`config.mk`:
```
export PLATFORM = sky130hd
export DESIGN_NAME = keypad_entry_ctrl_flat
export DESIGN_NICKNAME = d
export VERILOG_FILES = /design/src/rtl/keypad_pkg.sv /design/src/rtl/keypad_entry_ctrl_if.sv /design/src/rtl/key_debounce.sv /design/src/rtl/keypad_entry_ctrl.sv /design/src/flat_wrapper.sv
export SDC_FILE = /design/constraint.sdc
export NUM_CORES = 1
export LEC_CHECK = 0
export BUFFER_PORTS_ARGS = -buffer_cell sky130_fd_sc_hd__buf_2
export CAP_MARGIN = 20
export CELL_PAD_IN_SITES_DETAIL_PLACEMENT = 0
export CELL_PAD_IN_SITES_GLOBAL_PLACEMENT = 1
export CORE_MARGIN = 3
export CORE_UTILIZATION = 40
export CTS_CLUSTER_SIZE = 30
export DETAILED_ROUTE_END_ITERATION = 16
export GPL_TIMING_DRIVEN = 0
export PLACE_DENSITY = 0.86
export SETUP_SLACK_MARGIN = 0.2
export SKIP_CTS_REPAIR_TIMING = 1
export SYNTH_ARGS = -nofsm -noshare
export SYNTH_HDL_FRONTEND = slang
export SYNTH_SLANG_ARGS = --single-unit
```
`constraint.sdc`:
```
create_clock -name clk -period 4 [get_ports clk]
set_input_delay 0.6 -clock clk [delete_from_list [all_inputs] [get_ports clk]]
set_output_delay 0.6 -clock clk [all_outputs]
set_load 0.005 [all_outputs]
```
`src/rtl/keypad_pkg.sv`:
```
// Shared key codes, operator and state encodings
// for the calculator keypad entry path.
package keypad_pkg;

  localparam logic [4:0] K_ADD = 5'd16;
  localparam logic [4:0] K_SUB = 5'd17;
  localparam logic [4:0] K_MUL = 5'd18;
  localparam logic [4:0] K_DIV = 5'd19;
  localparam logic [4:0] K_CLR = 5'd20;
  localparam logic [4:0] K_EQ  = 5'd21;

  typedef enum logic [1:0] {
    OP_ADD = 2'b00,
    OP_SUB = 2'b01,
    OP_MUL = 2'b10,
    OP_DIV = 2'b11
  } op_t;

  typedef enum logic [1:0] {
    S_A    = 2'b00,
    S_B    = 2'b01,
    S_REQ  = 2'b10,
    S_SHOW = 2'b11
  } state_t;

  function automatic logic [4:0] pos2code(
    input logic [3:0] pos
  );
    logic [4:0] c;
    unique case (pos)
      4'd0:  c = 5'd1;
      4'd1:  c = 5'd2;
      4'd2:  c = 5'd3;
      4'd3:  c = K_ADD;
      4'd4:  c = 5'd4;
      4'd5:  c = 5'd5;
      4'd6:  c = 5'd6;
      4'd7:  c = K_SUB;
      4'd8:  c = 5'd7;
      4'd9:  c = 5'd8;
      4'd10: c = 5'd9;
      4'd11: c = K_MUL;
      4'd12: c = K_CLR;
      4'd13: c = 5'd0;
      4'd14: c = K_EQ;
      4'd15: c = K_DIV;
    endcase
    return c;
  endfunction

endpackage

```
`src/rtl/keypad_entry_ctrl_if.sv`:
```
// Operand handoff from keypad entry to the ALU:
// req held until a one-cycle ack.
interface keypad_entry_ctrl_if #(
  parameter int NDIG = 4
);
  logic [4*NDIG-1:0] operand_a;
  logic [4*NDIG-1:0] operand_b;
  logic [1:0]        op;
  logic              calc_req;
  logic              calc_ack;

  modport master (
    output operand_a,
    output operand_b,
    output op,
    output calc_req,
    input  calc_ack
  );

  modport slave (
    input  operand_a,
    input  operand_b,
    input  op,
    input  calc_req,
    output calc_ack
  );
endinterface

```
`src/rtl/key_debounce.sv`:
```
// Tick-sampled press/release debouncer; one
// event per physical press with decoded code.
module key_debounce
  import keypad_pkg::*;
#(
  parameter int TICK_DIV       = 131072,
  parameter int DEBOUNCE_TICKS = 4
) (
  input  logic       clk,
  input  logic       rst,
  input  logic [3:0] key_pos,
  input  logic       key_down,
  output logic       key_evt,
  output logic [4:0] key_code
);
  localparam int TW =
    (TICK_DIV > 1) ? $clog2(TICK_DIV) : 1;
  localparam int DW =
    $clog2(DEBOUNCE_TICKS + 1);
  localparam logic [TW-1:0] TMAX =
    TW'(TICK_DIV - 1);
  localparam logic [DW-1:0] DMAX =
    DW'(DEBOUNCE_TICKS);

  logic [TW-1:0] tcnt;
  logic          tick;
  logic          armed;
  logic [DW-1:0] dcnt;
  logic [DW-1:0] pcnt;
  logic [3:0]    last;

  assign tick = (tcnt == TMAX);
  // a new position restarts the run at one
  assign pcnt =
    (dcnt != '0 && key_pos == last)
      ? dcnt + 1'b1 : DW'(1);

  always_ff @(posedge clk) begin
    if (rst) begin
      tcnt     <= '0;
      armed    <= 1'b1;
      dcnt     <= '0;
      last     <= '0;
      key_evt  <= 1'b0;
      key_code <= '0;
    end else begin
      key_evt <= 1'b0;
      tcnt    <= tick ? '0 : tcnt + 1'b1;
      if (tick) begin
        if (armed) begin
          if (!key_down) begin
            dcnt <= '0;
          end else if (pcnt == DMAX) begin
            key_evt  <= 1'b1;
            key_code <= pos2code(key_pos);
            armed    <= 1'b0;
            dcnt     <= '0;
          end else begin
            dcnt <= pcnt;
            last <= key_pos;
          end
        end else begin
          if (key_down) begin
            dcnt <= '0;
          end else if (dcnt + 1'b1 == DMAX) begin
            armed <= 1'b1;
            dcnt  <= '0;
          end else begin
            dcnt <= dcnt + 1'b1;
          end
        end
      end
    end
  end
endmodule

```
`src/rtl/keypad_entry_ctrl.sv`:
```
// Calculator entry FSM: assembles two BCD
// operands and an operator, hands them to the ALU.
module keypad_entry_ctrl
  import keypad_pkg::*;
#(
  parameter int TICK_DIV       = 131072,
  parameter int DEBOUNCE_TICKS = 4,
  parameter int NDIG           = 4
) (
  input  logic       clk,
  input  logic       rst,
  input  logic [3:0] key_pos,
  input  logic       key_down,
  keypad_entry_ctrl_if.master calc,
  output logic       key_evt,
  output logic [4:0] key_code,
  output logic       entry_ovf,
  output logic [1:0] state
);
  localparam int W  = 4 * NDIG;
  localparam int CW = $clog2(NDIG + 1);
  localparam logic [CW-1:0] FULL = CW'(NDIG);

  state_t        st_q, st_d;
  logic [W-1:0]  a_q, a_d, b_q, b_d;
  op_t           op_q, op_d;
  logic [CW-1:0] ac_q, ac_d, bc_q, bc_d;
  logic          ovf_q, ovf_d;
  logic          req_q, req_d;
  logic          is_dig, is_op, is_clr, is_eq;
  logic          clr_all, load;
  logic [3:0]    digit;

  key_debounce #(
    .TICK_DIV      (TICK_DIV),
    .DEBOUNCE_TICKS(DEBOUNCE_TICKS)
  ) u_deb (
    .clk     (clk),
    .rst     (rst),
    .key_pos (key_pos),
    .key_down(key_down),
    .key_evt (key_evt),
    .key_code(key_code)
  );

  assign digit  = key_code[3:0];
  assign is_dig = key_code < 5'd10;
  assign is_op  = key_code >= K_ADD &&
                  key_code <= K_DIV;
  assign is_clr = key_code == K_CLR;
  assign is_eq  = key_code == K_EQ;

  always_comb begin
    st_d    = st_q;
    a_d     = a_q;
    b_d     = b_q;
    op_d    = op_q;
    ac_d    = ac_q;
    bc_d    = bc_q;
    ovf_d   = ovf_q;
    req_d   = 1'b0;
    clr_all = 1'b0;
    load    = 1'b0;
    unique case (st_q)
      S_A: if (key_evt) begin
        unique case (1'b1)
          is_dig:
            if (ac_q == FULL) ovf_d = 1'b1;
            else begin
              a_d  = {a_q[W-5:0], digit};
              ac_d = ac_q + 1'b1;
            end
          is_op: begin
            op_d = op_t'(key_code[1:0]);
            st_d = S_B;
          end
          is_clr: clr_all = 1'b1;
          is_eq: ;
        endcase
      end
      S_B: if (key_evt) begin
        unique case (1'b1)
          is_dig:
            if (bc_q == FULL) ovf_d = 1'b1;
            else begin
              b_d  = {b_q[W-5:0], digit};
              bc_d = bc_q + 1'b1;
            end
          is_op:
            if (bc_q == '0)
              op_d = op_t'(key_code[1:0]);
          is_clr: clr_all = 1'b1;
          is_eq:
            if (bc_q != '0) st_d = S_REQ;
        endcase
      end
      // keys are ignored until the ALU takes the operands
      S_REQ:
        if (req_q && calc.calc_ack) st_d = S_SHOW;
        else req_d = 1'b1;
      S_SHOW: if (key_evt) begin
        unique case (1'b1)
          is_dig: begin
            clr_all = 1'b1;
            load    = 1'b1;
          end
          is_clr: clr_all = 1'b1;
          is_op, is_eq: ;
        endcase
      end
    endcase
    if (clr_all) begin
      st_d  = S_A;
      a_d   = '0;
      b_d   = '0;
      op_d  = OP_ADD;
      ac_d  = '0;
      bc_d  = '0;
      ovf_d = 1'b0;
    end
    if (load) begin
      a_d  = W'(digit);
      ac_d = CW'(1);
    end
  end

  always_ff @(posedge clk) begin
    if (rst) begin
      st_q  <= S_A;
      a_q   <= '0;
      b_q   <= '0;
      op_q  <= OP_ADD;
      ac_q  <= '0;
      bc_q  <= '0;
      ovf_q <= 1'b0;
      req_q <= 1'b0;
    end else begin
      st_q  <= st_d;
      a_q   <= a_d;
      b_q   <= b_d;
      op_q  <= op_d;
      ac_q  <= ac_d;
      bc_q  <= bc_d;
      ovf_q <= ovf_d;
      req_q <= req_d;
    end
  end

  assign calc.operand_a = a_q;
  assign calc.operand_b = b_q;
  assign calc.op        = op_q;
  assign calc.calc_req  = req_q;
  assign entry_ovf      = ovf_q;
  assign state          = st_q;
endmodule
```
`src/flat_wrapper.sv`:
```
// flat-port wrapper written by rule: the top's interface ports become plain ports
module keypad_entry_ctrl_flat import keypad_pkg::*;
#(
  parameter int TICK_DIV       = 131072,
  parameter int DEBOUNCE_TICKS = 4,
  parameter int NDIG           = 4
)
  (clk, rst, key_pos, key_down, key_evt, key_code, entry_ovf, state, calc_operand_a, calc_operand_b, calc_op, calc_calc_req, calc_calc_ack);
  keypad_entry_ctrl_if #(.NDIG(NDIG)) calc_i ();
  input  logic clk;
  input  logic rst;
  input  logic [3:0] key_pos;
  input  logic key_down;
  output logic key_evt;
  output logic [4:0] key_code;
  output logic entry_ovf;
  output logic [1:0] state;
  output wire logic [$bits(calc_i.operand_a)-1:0] calc_operand_a;
  output wire logic [$bits(calc_i.operand_b)-1:0] calc_operand_b;
  output wire logic [$bits(calc_i.op)-1:0] calc_op;
  output wire logic [$bits(calc_i.calc_req)-1:0] calc_calc_req;
  input wire logic [$bits(calc_i.calc_ack)-1:0] calc_calc_ack;
  assign calc_operand_a = calc_i.operand_a;
  assign calc_operand_b = calc_i.operand_b;
  assign calc_op = calc_i.op;
  assign calc_calc_req = calc_i.calc_req;
  assign calc_i.calc_ack = calc_calc_ack;
  keypad_entry_ctrl #(.TICK_DIV(TICK_DIV), .DEBOUNCE_TICKS(DEBOUNCE_TICKS), .NDIG(NDIG)) u_core (.clk(clk), .rst(rst), .key_pos(key_pos), .key_down(key_down), .calc(calc_i), .key_evt(key_evt), .key_code(key_code), .entry_ovf(entry_ovf), .state(state));
endmodule
```
==> out/metrics.yaml, run 1 <==
slowest_delay_ps: 410
clk_pin_slew_ps: 80
synth_edf_count: 0
rows: 33
synth.top_cell.area_share: 0.4412
finalPower_uw: 1302
yosysUniqueCellTypes: 47
cts_buffer_depth: 2
avgSynthCellArea_sq_um: 9.248
drt-initial-drc-count: 103
skew_ps: 9.232
critical_path_class: "reg -> reg"
antenna_left: 0
dieArea_sq_um: 9651
min_period_ps: 2769
die_w_um: 98.24
end_kind: "flip-flop"
start_util: 0.4121
crit_start: "u_core.u_deb.tcnt[0]"
first_pass_iters: 4
worstPathRequired_ps: 4220
finalCritPeriodShare: 0.6924
track_usage: 0.1404
synth_area_sq_um: 3403
cts_root_buf: "clkbuf_8"
numCtsBuffers: 9
drc: 0
grt_pass1_vias: 2396
max-vdd-ir-drop_mv: 0.1456
tritoncts: "yes"
hold_start: "u_core.u_deb.tcnt[0]"
cap_violations: 0
die_h_um: 98.24
viasPerCell: 4.904
port_buffers: 50
maxSlewHeadroom: 0.5046
outcome: "finished clean"
final_hold_viol_count: 0
r2r-start: "u_core.u_deb.tcnt[0]"
slew_violations: 0
cp_cell_sequence: "ha_1 -> nand2_1 -> nor3_1 -> and3_1 -> ha_1 -> clkbuf_1 -> or2_2 -> clkbuf_1 -> clkbuf_1 -> nor2_1"
synth_area_leaders: "dfxtp_1, mux2i_1, nor2_1"
finalSetupTns_ps: 0
synth_top_cell_by_area: "dfxtp_1"
gp_congestion: 0.7882
yosysWarnings: 0
dp_cells: 523
instances_no_fill: 539
htree_levels: 3
synth_seq_cells: 75
synthArstFlopShare: 0
synthesis.nets: 393
hpwl_um: 4813
tightest_slew_ps: 735.3
vias: 2643
critPathSlowestCell: "clkbuf_1"
cp.arrival_ps: 2990
io_pins: 52
synth_flop_cell: "dfxtp_1"
yosysMostFrequentCell: "nor2_1"
max_freq_mhz: 361.1
netlist_top_cells_count: "nor2_1, dfxtp_1, mux2i_1"
fill_cells: 813
routedWlPerCell_um: 11.99
wl_um: 6464
holdWs_ps: 446.1
grt_pass1_wl_um: 11240
postSynthCellCount: 368
insertion_delay_ps: 340
nNetsFinal: 454
leakage_uw: 0.001888
antenna_found_initial: 0
crit_top_cell: "clkbuf_1"
critPathLaunchType: "flip-flop"
grt_max_degree: 14
yosysSeqAreaShare: 0.4412
grt_setup_unrepaired: "no"
area_delta_synth_final_pct: 16.18
core_sq_um: 8258
layout-drive-gt1-share: 0.1843
antenna_cells: 0
power_density_nw_per_um2: 329.3
clock_sinks: 75
overflow: 0
setup_violations: 0
hold_path.class: "reg -> reg"
path_max_fanout: 10
[placed cells by master, fill, tap and decap left out, drive strengths merged, types with 2 or more instances in the layout]
| cell | n |
|---|---|
| nor2 | 79 |
| dfxtp | 75 |
| buf | 58 |
| mux2i | 45 |
| ha | 17 |
| inv | 17 |
| nand2 | 16 |
| clkbuf | 16 |
| xnor2 | 14 |
| nand3 | 12 |
| a21oi | 9 |
| xor2 | 9 |
| o21ai | 9 |
| nand4 | 5 |
| nor2b | 4 |
| and2 | 4 |
| nor3 | 3 |
| and3 | 3 |
| o211ai | 3 |
| clkinvlp | 3 |
| nor4 | 3 |
| or2 | 2 |
| nand3b | 2 |
| nand2b | 2 |
| a2bb2oi | 2 |
| o31ai | 2 |
| a31oi | 2 |
| clkinv | 2 |
[per-layer routing]
layer  part of all wire  global-route usage  vias to the layer above
met3              0.038             0.03357                        6
met5                  0                   0                        -
met1               0.49              0.1882                     1231
met2               0.46              0.2204                       46
li1                   -                   -                     1360
met4              0.012             0.05252                        0
[through the flow]
step	area, sq um	utilization	worst slack [ps]
after global routing	3954	0.4788	977.4
after detailed placement	3785	0.4583	1259
after floorplan	3403	-	1678
after global placement	3785	0.4583	1246
after CTS	3954	0.4788	1237
final	3954	0.4788	1231
[final timing paths]
path,end,slack [ps],cells past startpoint
max,u_core.u_deb.tcnt[2],1230,10
min,u_core.u_deb.tcnt[0],450,1
max reg2reg,u_core.u_deb.tcnt[2],1230,10
min reg2reg,u_core.u_deb.tcnt[0],450,1
[registers in the layout (all words and copies together), names as in the netlist]
| name | cells |
|---|---|
| u_core.ac_q | 3 |
| u_core.u_deb.key_evt | 1 |
| u_core.calc.operand_a | 16 |
| u_core.entry_ovf | 1 |
| u_core.calc.calc_req | 1 |
| u_core.u_deb.last | 4 |
| u_core.state | 2 |
| u_core.bc_q | 3 |
| u_core.calc.op | 2 |
| u_core.u_deb.tcnt | 17 |
| u_core.u_deb.dcnt | 3 |
| u_core.calc.operand_b | 16 |
| u_core.u_deb.key_code | 5 |
| u_core.u_deb.armed | 1 |
[cell families (layout without fill, tap and decap cells)]
kind of cell	count (synthesis)	count (layout)	share of synthesized area
AND/OR/NAND/NOR	142	142	0.1963
flip-flops	75	75	0.4412
XOR/XNOR	23	23	0.06140
adder cells (fa/ha/maj)	17	17	0.06250
buffers and inverters	30	96	0.03566
multiplexers	45	45	0.1324
AO/OA/AOI/OAI	36	36	0.07059
[area by class of cell]
type	instances	area [sq um]	share of cell area
Multi-Input combinational cell	263	1780	0.4503
Sequential cell	75	1501	0.3797
Timing Repair Buffer	50	250.2	0.06329
Tap cell	105	131.4	0.03323
Clock buffer	10	127.6	0.03228
Buffer	14	61.31	0.01551
Inverter	16	60.06	0.01519
Clock inverter	6	41.29	0.01044
[worst max-delay path, delay by kind of cell, from the launching register on]
| family | cells | cell delay (ps) |
|---|---|---|
| fa+ha+maj | 2 | 350 |
| buf+inv | 3 | 1010 |
| flops | 1 | 350 |
| simple gates | 5 | 950 |
[power by group]
group | total [uW] | internal [uW] | switching (uW)
clock network | 505 | 225 | 280
registers | 750 | 748 | 1.71
logic | 46.6 | 16.4 | 30.2
total | 1300 | 990 | 312
Note: power is estimated with default switching activity, not from simulation.
==> inputs of run 2 (changes only) <==
--- a/config.mk
+++ b/config.mk
@@ -10,11 +10,11 @@
 export CELL_PAD_IN_SITES_DETAIL_PLACEMENT = 0
 export CELL_PAD_IN_SITES_GLOBAL_PLACEMENT = 1
 export CORE_MARGIN = 3
-export CORE_UTILIZATION = 40
+export CORE_UTILIZATION = 39
 export CTS_CLUSTER_SIZE = 30
 export DETAILED_ROUTE_END_ITERATION = 16
 export GPL_TIMING_DRIVEN = 0
-export PLACE_DENSITY = 0.86
+export PLACE_DENSITY = 0.88
 export SETUP_SLACK_MARGIN = 0.2
 export SKIP_CTS_REPAIR_TIMING = 1
 export SYNTH_ARGS = -nofsm -noshare
==> constraint.sdc (replaced) <==
create_clock -name clk -period 2.4 [get_ports clk]
set_input_delay 0.36 -clock clk [delete_from_list [all_inputs] [get_ports clk]]
set_output_delay 0.36 -clock clk [all_outputs]
set_load 0.005 [all_outputs]
==> run 2 against run 1 <==
Compared with the run above:
- clock skew is 3.2 ps higher
- maximum frequency rose by 30%
- critical path depth unchanged
- global-route usage up 0.45 points
- combinational power is 76% higher
- critical endpoint is now u_core.u_deb.key_code[4]
- critical path type unchanged
==> out/metrics.yaml, run 2 (synthesis results as in run 1) <==
die_h_um: 99.42
cp_cell_sequence: "nand4_1 -> nor3_4 -> and3_1 -> ha_1 -> buf_4 -> nand2_2 -> nor4_4 -> buf_6 -> mux2i_1 -> nor2_1"
p_int_uw: 1684
hpwl_um: 5120
max_freq_mhz: 469.9
holdWs_ps: 291.5
layout-drive-gt1-share: 0.2243
worst_slack_ps: 271.8
path_max_fanout: 10
grt_pass1_wl_um: 11790
start_util: 0.4080
tritoncts: "yes"
nNetsFinal: 457
clock_sinks: 75
leakage_uw: 0.001946
cp.arrival_ps: 2340
worstPathRequired_ps: 2610
post-route-util: 0.4871
gp_congestion: 0.8167
switchingPower_uw: 532.7
drc: 0
tightest_slew_ps: 893.3
cp.depth: 10
drt-initial-drc-count: 73
track_usage: 0.1450
clk_pin_slew_ps: 80
r2r_slack_ps: 270
core_sq_um: 8341
finalCritPeriodShare: 0.8867
port_buffers: 50
critical_path_class: "reg -> reg"
insertion_delay_ps: 350
grt_max_degree: 14
final_cell_mix: "nor2_1, dfxtp_1, buf_2"
dpl_worst_slack_ps: -158.9
viasPerCell: 4.956
pwr-share-seq: 0.564
wl_um: 6996
skew_ps: 12.48
p_sw_frac: 0.2403
critPathLaunchType: "flip-flop"
grt_setup_unrepaired: "yes"
overflow: 0
outcome: "finished clean"
vias: 2686
slowest_delay_ps: 380
area_delta_synth_final_pct: 19.38
clockPowerShare: 0.399
crit_start: "u_core.u_deb.tcnt[7]"
maxSlewHeadroom: 0.3982
largest_reg_flops: 17
htree_levels: 3
final_common_cell: "nor2_1"
antenna_left: 0
critPathSlowestCell: "dfxtp_4"
die_w_um: 99.42
antenna_found_initial: 0
cap_violations: 0
pwr-share-comb: 0.037
rows: 33
io_pins: 52
rr_worst_depth: 10
r2r-start: "u_core.u_deb.tcnt[7]"
grt_pass1_vias: 2632
slew_violations: 0
cts_root_buf: "clkbuf_8"
regMostFlops: "u_core.u_deb.tcnt"
max-vdd-ir-drop_mv: 0.3306
setup_violations: 0
cts_buffer_depth: 2
critPathCapture: "u_core.u_deb.key_code[4]"
numCtsBuffers: 9
dieArea_sq_um: 9883
first_pass_iters: 4
crit_buf_inv: 2
r2r-end: "u_core.u_deb.key_code[4]"
min_period_ps: 2128
end_kind: "flip-flop"
routedWlPerCell_um: 12.91
antenna_cells: 0
final_hold_viol_count: 0
power_density_nw_per_um2: 545.7
cp_top_family: "simple AND/OR/NAND/NOR gates"
hold_path.class: "in -> reg"
-- run 2: cell types whose count changed in the layout (fill, tap and decap cells not counted), moves of 2 or more --
cell	previous run	this run
buf_2	57	54
buf_4	0	4
clkbuf_1	7	4
clkbuf_4	0	4
dfxtp_1	75	68
dfxtp_2	0	6
nand2_1	16	14
nand2_2	0	2
-- run 2: metal layers --
metal / global-route usage / vias up / routed length, um
met1: 0.1815 / 1266 / 3285
met4: 0.03992 / 0 / 72
met3: 0.04067 / 6 / 265
li1: - / 1366 / -
met2: 0.2448 / 48 / 3373
met5: 0 / - / 0
-- run 2: per-stage QoR --
stage / cells / setup TNS (ps) / total power (uW) / instance area, sq um
global route: 542 / 0 / 2304 / 4063
finish: 542 / 0 / 2217 / 4063
global placement: 523 / -243.0 / 1356 / 3794
CTS: 539 / -984.5 / 2245 / 3973
detailed placement: 523 / -717.6 / 1359 / 3794
floorplan: 368 / 0 / 1333 / 3412
-- run 2: area by class of cell --
class,instances,area (sq um)
tap,105,131.4
sequential,75,1513
fill,811,4278
buffer,13,72.57
timing repair buffer,54,284.0
inverter,16,60.06
clock buffer,11,141.4
clock inverter,5,37.54
multi-input combinational,263,1823
-- run 2: worst min-delay path by stage --
stage / from / to / slack, ps / cells past startpoint
6_report: calc_calc_ack / u_core.calc.calc_req / 290 / 4
3_5_place_dp: u_core.u_deb.tcnt[0] / u_core.u_deb.tcnt[0] / 430 / 1
2_1_floorplan: u_core.u_deb.tcnt[0] / u_core.u_deb.tcnt[0] / 410 / 1
5_1_grt: calc_calc_ack / u_core.calc.calc_req / 310 / 4
4_1_cts: calc_calc_ack / u_core.calc.calc_req / 270 / 4
3_3_place_gp: u_core.u_deb.tcnt[0] / u_core.u_deb.tcnt[0] / 430 / 1
-- run 2: power by group through the flow --
stage | clock [uW] | combinational, uW | sequential [uW]
4_1_cts | 915 | 79.6 | 1250
6_report | 884 | 82.2 | 1250
5_1_grt | 959 | 92.3 | 1250
3_3_place_gp | 0 | 76.4 | 1280
2_1_floorplan | 0 | 54.0 | 1280
3_5_place_dp | 0 | 79.2 | 1280
-- run 2: worst register-to-register path, cell delays in order, from the launching register on --
cell and delay (ps):
dfxtp_4 380, nand4_1 190, nor3_4 240, and3_1 170, ha_1 140, buf_4 180
nand2_2 100, nor4_4 160, buf_6 180, mux2i_1 210, nor2_1 60
==> inputs of run 3 (changes only) <==
--- a/config.mk
+++ b/config.mk
@@ -9,6 +9,7 @@
 export CAP_MARGIN = 20
 export CELL_PAD_IN_SITES_DETAIL_PLACEMENT = 0
 export CELL_PAD_IN_SITES_GLOBAL_PLACEMENT = 1
+export CORE_ASPECT_RATIO = 0.5
 export CORE_MARGIN = 3
 export CORE_UTILIZATION = 39
 export CTS_CLUSTER_SIZE = 30
==> run 3 against run 2 <==
Compared with the run above:
- clock power rose by 38%
- sequential share of layout area fell by 0.66 points
- clock skew fell by 6.6 ps
- clock-buffer cell count rose by 2
- via count fell by 1.2%
- non-clock buffer count fell by 2
- flip-flop and latch count did not move
- wire length fell by 1.8%
- final cell count rose by 0.74%
- sequential power barely moved
- core utilization rose by 1.5 points
- critical path type unchanged
==> out/metrics.yaml, run 3 (synthesis results as in run 1) <==
outcome: "finished clean"
numCtsBuffers: 9
regMostFlops: "u_core.u_deb.tcnt"
core_sq_um: 8230
finalCritPeriodShare: 0.8673
tightest_slew_ps: 876.0
crit_buf_inv: 2
worstPathRequired_ps: 2620
crit_start: "u_core.state[0]"
min_period_ps: 2081
nNetsFinal: 455
clock_sinks: 75
clk_pin_slew_ps: 60
antenna_found_initial: 0
r2r-start: "u_core.state[0]"
antenna_left: 0
die_w_um: 138.1
maxSlewHeadroom: 0.4098
r2r-end: "u_core.calc.op[1]"
power_density_nw_per_um2: 618.0
final_cell_mix: "nor2_1, dfxtp_1, buf_2"
max_freq_mhz: 480.4
regArea_sq_um: 1510
viasPerCell: 4.859
instances_no_fill: 546
r2r_slack_ps: 320
cts_buffer_depth: 2
dieArea_sq_um: 9952
overflow: 0
dp_cells: 530
cp.arrival_ps: 2300
hold_path.class: "in -> reg"
area_delta_synth_final_pct: 21.32
end_kind: "flip-flop"
cp_cell_sequence: "inv_1 -> ha_1 -> or4_1 -> nor2b_1 -> o21ai_2 -> clkbuf_4 -> nor2_1"
drt-initial-drc-count: 140
post-route-util: 0.5017
grt_setup_unrepaired: "yes"
worst_slack_ps: 318.6
grt_max_degree: 12
fill_cells: 818
fin_area_sq_um: 4129
tritoncts: "yes"
grt_pass1_wl_um: 11450
layout-drive-gt1-share: 0.2120
final_common_cell: "nor2_1"
drc: 0
critical_path_class: "reg -> reg"
vias: 2653
cts_root_buf: "clkbuf_16"
grt_pass1_vias: 2435
max-vdd-ir-drop_mv: 0.3560
io_pins: 52
cap_violations: 0
setup_violations: 0
hpwl_um: 4881
track_usage: 0.1407
port_buffers: 50
gp_congestion: 0.7816
leakage_uw: 0.001959
wl_um: 6867
critPathSlowestCell: "or4_1"
die_h_um: 72.06
multiInputGateArea_sq_um: 1814
start_util: 0.4135
critPathLaunchType: "flip-flop"
slowest_delay_ps: 580
htree_levels: 3
largest_reg_flops: 17
antenna_cells: 0
first_pass_iters: 4
final_hold_viol_count: 0
path_max_fanout: 10
cp_top_family: "simple AND/OR/NAND/NOR gates"
post_dp_cell_area_sq_um: 3802
rr_worst_depth: 7
routedWlPerCell_um: 12.58
holdWs_ps: 296.5
skew_ps: 5.827
cp.depth: 7
dpl_worst_slack_ps: -107.4
slew_violations: 0
rows: 23
insertion_delay_ps: 330
critPathCapture: "u_core.calc.op[1]"
-- run 3: final cells by class --
cell class              instances  share of cell area
flip-flops and latches         75              0.3658
plain buffers                  13             0.01758
repair buffers                 52             0.06515
well taps                     112             0.03394
clock buffers                  13             0.06061
clock inverters                 2            0.003030
inverters                      16             0.01455
multi-input cells             263              0.4394
-- run 3: power by group --
group / total, uW / internal (uW) / switching [uW]
registers: 1250 / 1250 / 4.67
logic: 80.3 / 30.2 / 50.1
clock network: 1220 / 721 / 495
-- run 3: metal layers --
layer | vias to the layer above | GRT usage | share of wire
li1 | 1366 | - | -
met3 | 11 | 0.05135 | 0.050
met4 | 0 | 0.04710 | 0.014
met1 | 1233 | 0.1703 | 0.48
met5 | - | 0 | 0
met2 | 43 | 0.2365 | 0.46
-- run 3: worst reg2reg max path, delay by kind of cell (launching register included) --
kind,cells,cell delay [ps]
AND/OR/NAND/NOR,3,850
flip-flops,1,370
buffers and inverters,2,350
adder cells (fa/ha/maj),1,250
AO/OA/AOI/OAI,1,140
-- run 3: worst min path at each step --
stage	start	end	cells past startpoint
4_1_cts	calc_calc_ack	u_core.calc.calc_req	4
5_1_grt	calc_calc_ack	u_core.calc.calc_req	4
6_report	calc_calc_ack	u_core.calc.calc_req	4
3_3_place_gp	u_core.u_deb.tcnt[0]	u_core.u_deb.tcnt[0]	1
3_5_place_dp	u_core.u_deb.tcnt[0]	u_core.u_deb.tcnt[0]	1
2_1_floorplan	u_core.u_deb.tcnt[0]	u_core.u_deb.tcnt[0]	1
-- run 3: metrics by stage --
step	setup TNS [ps]	total power, uW
2_1_floorplan	0	1333
3_3_place_gp	-433.3	1356
3_5_place_dp	-688.2	1357
4_1_cts	-1200	2588
5_1_grt	0	2641
6_report	0	2552
